### src/rtl/weight_ser_out.sv
// weight_ser_out: latches the trained weight vector on start and shifts each word
// off-chip UART-style (start bit, LENGTH data bits LSB first, stop bit).
module weight_ser_out #(
  parameter int LENGTH        = 16,
  parameter int MAX_FEATURES  = 15,
  parameter int WEIGHTS_WIDTH = LENGTH * (MAX_FEATURES + 1),
  parameter int CLKS_PER_BIT  = 4
) (
  input  logic                     CLK,
  input  logic                     RST,
  input  logic                     start,
  input  logic [3:0]               feat,
  input  logic [WEIGHTS_WIDTH-1:0] weights,
  output logic                     ser_out,
  output logic                     busy,
  output logic                     done,
  output logic [3:0]               word_idx
);

  localparam int CW     = (CLKS_PER_BIT > 1) ? $clog2(CLKS_PER_BIT) : 1;
  localparam int BW     = (LENGTH > 1) ? $clog2(LENGTH) : 1;
  localparam int NWORDS = MAX_FEATURES + 1;
  localparam logic [CW-1:0] CLK_LAST = CW'(CLKS_PER_BIT - 1);
  localparam logic [BW-1:0] BIT_LAST = BW'(LENGTH - 1);

  typedef enum logic [2:0] {
    IDLE      = 3'd0,
    START_BIT = 3'd1,
    DATA      = 3'd2,
    STOP_BIT  = 3'd3,
    FINISH    = 3'd4
  } state_t;

  state_t            state_r;
  state_t            state_s;
  logic [CW-1:0]     clk_cnt_r;
  logic [CW-1:0]     clk_cnt_s;
  logic [BW-1:0]     bit_idx_r;
  logic [BW-1:0]     bit_idx_s;
  logic [3:0]        word_idx_r;
  logic [3:0]        word_idx_s;
  logic [3:0]        feat_r;
  logic [LENGTH-1:0] words_r [0:NWORDS-1];
  logic              accept_s;
  logic              wrap_s;
  logic              cur_bit_s;
  logic              ser_out_s;
  logic              busy_s;
  logic              done_s;
  logic              ser_out_r;
  logic              busy_r;
  logic              done_r;

  assign accept_s = (state_r == IDLE) && start;
  assign wrap_s   = (clk_cnt_r == CLK_LAST);

  // Snapshot of the weight vector and feature count taken when a transfer is accepted
  always_ff @(posedge CLK) begin
    if (RST) begin
      feat_r <= 4'd0;
      for (int k = 0; k < NWORDS; k++) begin
        words_r[k] <= {LENGTH{1'b0}};
      end
    end else if (accept_s) begin
      feat_r <= feat;
      for (int k = 0; k < NWORDS; k++) begin
        words_r[k] <= weights[k*LENGTH +: LENGTH];
      end
    end
  end

  // State and counter registers
  always_ff @(posedge CLK) begin
    if (RST) begin
      state_r    <= IDLE;
      clk_cnt_r  <= {CW{1'b0}};
      bit_idx_r  <= {BW{1'b0}};
      word_idx_r <= 4'd0;
    end else begin
      state_r    <= state_s;
      clk_cnt_r  <= clk_cnt_s;
      bit_idx_r  <= bit_idx_s;
      word_idx_r <= word_idx_s;
    end
  end

  // Next-state and counter advance; every bit lasts CLKS_PER_BIT cycles
  always_comb begin
    state_s    = state_r;
    clk_cnt_s  = wrap_s ? {CW{1'b0}} : (clk_cnt_r + CW'(1));
    bit_idx_s  = bit_idx_r;
    word_idx_s = word_idx_r;
    case (state_r)
      IDLE: begin
        clk_cnt_s = {CW{1'b0}};
        bit_idx_s = {BW{1'b0}};
        if (start) begin
          state_s    = START_BIT;
          word_idx_s = 4'd0;
        end else begin
          state_s = IDLE;
        end
      end
      START_BIT: begin
        if (wrap_s) begin
          state_s   = DATA;
          bit_idx_s = {BW{1'b0}};
        end else begin
          state_s = START_BIT;
        end
      end
      DATA: begin
        if (wrap_s && (bit_idx_r == BIT_LAST)) begin
          state_s   = STOP_BIT;
          bit_idx_s = {BW{1'b0}};
        end else if (wrap_s) begin
          bit_idx_s = bit_idx_r + BW'(1);
        end else begin
          state_s = DATA;
        end
      end
      STOP_BIT: begin
        // Back-to-back frames: next word starts straight after this stop bit
        if (wrap_s && (word_idx_r < feat_r)) begin
          state_s    = START_BIT;
          word_idx_s = word_idx_r + 4'd1;
        end else if (wrap_s) begin
          state_s = FINISH;
        end else begin
          state_s = STOP_BIT;
        end
      end
      FINISH: begin
        state_s   = IDLE;
        clk_cnt_s = {CW{1'b0}};
      end
      default: begin
        state_s    = IDLE;
        clk_cnt_s  = {CW{1'b0}};
        bit_idx_s  = {BW{1'b0}};
        word_idx_s = 4'd0;
      end
    endcase
  end

  // Output values for the coming cycle, derived from the next state so they can be registered
  always_comb begin
    cur_bit_s = words_r[word_idx_s][bit_idx_s];
    ser_out_s = 1'b1;
    busy_s    = 1'b0;
    done_s    = 1'b0;
    case (state_s)
      IDLE: begin
        ser_out_s = 1'b1;
        busy_s    = 1'b0;
        done_s    = 1'b0;
      end
      START_BIT: begin
        ser_out_s = 1'b0;
        busy_s    = 1'b1;
        done_s    = 1'b0;
      end
      DATA: begin
        ser_out_s = cur_bit_s;
        busy_s    = 1'b1;
        done_s    = 1'b0;
      end
      STOP_BIT: begin
        ser_out_s = 1'b1;
        busy_s    = 1'b1;
        done_s    = 1'b0;
      end
      FINISH: begin
        ser_out_s = 1'b1;
        busy_s    = 1'b0;
        done_s    = 1'b1;
      end
      default: begin
        ser_out_s = 1'b1;
        busy_s    = 1'b0;
        done_s    = 1'b0;
      end
    endcase
  end

  // Output registers
  always_ff @(posedge CLK) begin
    if (RST) begin
      ser_out_r <= 1'b1;
      busy_r    <= 1'b0;
      done_r    <= 1'b0;
    end else begin
      ser_out_r <= ser_out_s;
      busy_r    <= busy_s;
      done_r    <= done_s;
    end
  end

  assign ser_out  = ser_out_r;
  assign busy     = busy_r;
  assign done     = done_r;
  assign word_idx = word_idx_r;

endmodule

### config.mk
export PLATFORM = sky130hd
export DESIGN_NAME = weight_ser_out
export DESIGN_NICKNAME = d
export VERILOG_FILES = /design/src/rtl/weight_ser_out.sv
export SDC_FILE = /design/constraint.sdc
export NUM_CORES = 1
export LEC_CHECK = 0
export BUFFER_PORTS_ARGS = -buffer_cell sky130_fd_sc_hd__buf_2
export CAP_MARGIN = 20
export CORE_MARGIN = 2
export CORE_UTILIZATION = 25
export DETAILED_ROUTE_END_ITERATION = 8
export PLACE_DENSITY = 0.46
export SYNTH_ARGS = -nofsm -noshare
export SYNTH_HDL_FRONTEND = slang
export SYNTH_SLANG_ARGS = --single-unit
### constraint.sdc
create_clock -name CLK -period 6.7 [get_ports CLK]
set_clock_uncertainty 0.05 [all_clocks]
set_input_delay 1.005 -clock CLK [delete_from_list [all_inputs] [get_ports CLK]]
set_output_delay 1.005 -clock CLK [all_outputs]
set_load 0.02 [all_outputs]
==> metrics.md <==
| Metric | Value |
|---|---|
| Synth Area in XOR/XNOR | 0% |
| Final hold vios | 0 |
| Pre-CTS WS | 2.026 ns |
| Via density | 4.717 |
| Share of async-settable or async-resettable flops after synthesis | 0% |
| Layout Area Growth over Synthesis | 23.74% |
| Type of origin of the critical path | flip-flop |
| Mux contribution to synthesized area | 2.686% |
| Initial Util | 25.19% |
| Synth cell types | 66 |
| Clk sinks | 276 |
| Crit end category | flip-flop |
| Critical Path AT | 4.84 ns |
| Top cells by area, synth | edfxtp_1 58%, and2_1 7.7%, nor2b_1 4.9% |
| Die Height | 233.6 um |
| #FFs+latches synth | 276 |
| Final hold slack | 0.4010 ns |
| CP Cell Sequence | ha_1, o211ai_1, o211ai_1, a21o_1, nor2_4, buf_4, mux2_2, o22a_1, a41oi_1, nand4_1, a41oi_1, a31oi_1 |
| GRT Overall Usage | 16.79% |
| Layout Utilization | 31.17% |
| Adder-cell area share of the yosys netlist | 0.7593% |
| Fmax | 0.2233 GHz |
| Delay-heaviest family, CP | compound AO/OA/AOI/OAI gates |
| # port buffers | 269 |
| Initial antenna violation count | 3 |
| Vias in the first global route | 10080 |
| DP Wirelength | 33.86 mm |
| Clock-pin slew on the worst setup and hold paths | 0.06 ns |
| Die area | 0.05458 mm2 |
| Endpoints failing setup | 0 |
| Sequential-to-total area share from yosys stat | 61.35% |
| CTS H-tree depth | 2 |
| CP bufs+invs | 1 |
| Critical path type | flip-flop to flip-flop |
| Max-slew headroom | 27.79% |
| Core footprint | 0.05234 mm2 |
| # DRC | 0 |
| Final WL | 46.30 mm |
| Number of max-cap violations | 0 |
| Number of flops mapped to enable cells by yosys | 256 |
| Min-delay worst type | flip-flop to flip-flop |
| Die X-Extent | 233.6 um |
| Synth Instances | 1127 |
| R2r setup slk | 2.22 ns |
| Slowest cell on crit path | buf_4 |
| # Post-CTS Setup Buffers | 0 |
| Syn avg cell area | 11.70 um2 |
| CP max stage delay | 0.70 ns |
| Fillers | 5428 |
| Total Neg Setup Slack | 0 ns |
| Hold-fix buffers, CTS | 0 |
| Min Tclk post-route | 4.478 ns |
| First-pass DRT Iterations | 5 |
| Nets | 1639 |
| P_leak | 6.554 nW |
| Largest net degree at the start of global routing | 92 |
| Area of the multi-input gates | 0.004717 mm2 |
| First-pass GRT wire length | 66.34 mm |
| Crit Path Max Fanout | 63 |
| Ys flop type | edfxtp_1 |
| Detail Route Antenna Nets | 0 |
| Simple-gate portion of the synthesized area | 22.68% |
| Largest family of logic cells by synthesized area | simple AND/OR/NAND/NOR gates |
| CTS tree | yes |
| PD cells | 261.4 mW/mm2 |
| Tcrit/Tclk final | 66.84% |
| Dominant cell type by area after synthesis | edfxtp_1 |
| Worst Tran Pin Value | 1.083 ns |
| # resized after CTS | 0 |
| Setup WS post-layout | 2.222 ns |
| Routed len/inst | 22.28 um |
| # rows | 84 |
| Max clock buf depth | 3 |
| Layout cells sized above 1 | 25.20% |
| RSZ-0062 raised after global routing | false |
| Root Buffer Master | clkbuf_16 |
| Iter 0 DRT Violations | 768 |
| Req. time, crit path | 7.07 ns |
| Status | completed |
| Synth Warn # | 0 |
| VDD IR max | 0.1441 mV |
| Synth Cell Area | 0.01318 mm2 |
| Overflow after GRT | 0 |
| Synth Area in Compound Gates | 9.463% |
| Synth Net Count | 1398 |
| Number of max-slew violations in the final report | 0 |
| Via Count | 9801 |
| I/O Pins | 270 |
| Num CTS Buffers | 34 |
| Power Total | 4.264 mW |
| Gpl congestion | 0.8294 |
| Top-area cell type share of the netlist area | 58.31% |
| Later-pin clock latency in the skew report | 0.53 ns |
| Storage element area | 0.008088 mm2 |
cell usage after synthesis, drive strengths merged (3+ instances only):
cell type and count:
edfxtp 256, and2 163, nand2 118, nor2b 103, clkbuf 51, nand3 51
nor2 39, a21oi 34, mux2i 32, buf 29, and3 26, a211oi 24
a31oi 22, dfxtp 20, o211ai 14, o21ai 13, a311oi 12, nand4 10
inv 9, nor3 9, ha 8, o2111ai 8, a221oi 6, a22oi 5
nand2b 5, a2111oi 4, a32oi 4, nor3b 4, o221ai 4, o22ai 4
or3 4, a221o 3, mux2 3, nor4 3, o311ai 3
kinds of logic (layout without fill, tap and decap cells):
family | count (synthesis) | in the layout
buf+inv | 89 | 351
fa+ha+maj | 8 | 8
other cells | 0 | 1
simple gates | 545 | 545
mux | 35 | 35
compound gates | 174 | 174
flops | 276 | 276
metrics by stage:
stage,instance area [um2],cells
global route,16310,2077
finish,16310,2078
global placement,15160,2019
CTS,16310,2077
floorplan,13190,1127
detailed placement,15180,2020
report_power, final:
group	total (mW)	internal [mW]	switching [mW]
combinational	0.296	0.124	0.172
sequential	2.09	2.03	0.0574
clock	1.88	1.15	0.724
path summary, 6_finish.rpt:
path / start / to / cells past startpoint
worst min register to register: clk_cnt_r[0] / clk_cnt_r[0] / 1
worst min-delay path: clk_cnt_r[0] / clk_cnt_r[0] / 1
worst max-delay path: word_idx[1] / ser_out / 12
worst max register to register: word_idx[1] / ser_out / 12
sequential cells by signal, indices dropped and copies added, names as in the netlist:
| signal | cells |
|---|---|
| done | 1 |
| clk_cnt_r | 2 |
| state_r | 3 |
| words_r | 256 |
| ser_out | 1 |
| busy | 1 |
| word_idx | 4 |
| bit_idx_r | 4 |
| feat_r | 4 |
cell type report:
class,instances,share of cell area [%]
multi-input cells,762,28.92
well taps,688,5.277
clock buffers,44,5.837
flip-flops and latches,276,49.58
repair buffers,285,9.082
inverters,9,0.2301
diodes,1,0.01534
clock inverters,13,1.059
cells in the final DEF, fill, tap and decap left out, types with 4 or more instances in the layout:
cell type  instances
buf_2            268
edfxtp_1         256
and2_1           162
nand2_1          117
nor2b_1          103
nand3_1           51
nor2_1            37
clkbuf_16         37
a21oi_1           33
mux2i_1           32
and3_1            26
a211oi_1          24
a31oi_1           22
dfxtp_1           20
buf_4             16
o211ai_1          14
a311oi_1          12
o21ai_0           11
nand4_1           10
inv_1              8
o2111ai_1          8
ha_1               8
nor3_1             7
clkbuf_1           7
nand2b_1           5
a22oi_1            5
a221oi_1           5
clkinv_2           5
or3_1              4
a32oi_1            4
o221ai_1           4
o22ai_1            4
a2111oi_0          4
bufinv_16          4
layer usage:
| layer | vias up | track usage, % | wire [um] |
|---|---|---|---|
| met4 | 4 | 5.716 | 1299 |
| met3 | 70 | 3.711 | 2901 |
| met5 | - | 0 | 27 |
| li1 | 4608 | - | - |
| met2 | 352 | 26.62 | 21440 |
| met1 | 4767 | 22.58 | 20640 |
No activity file was read; power rests on OpenSTA's default activity.
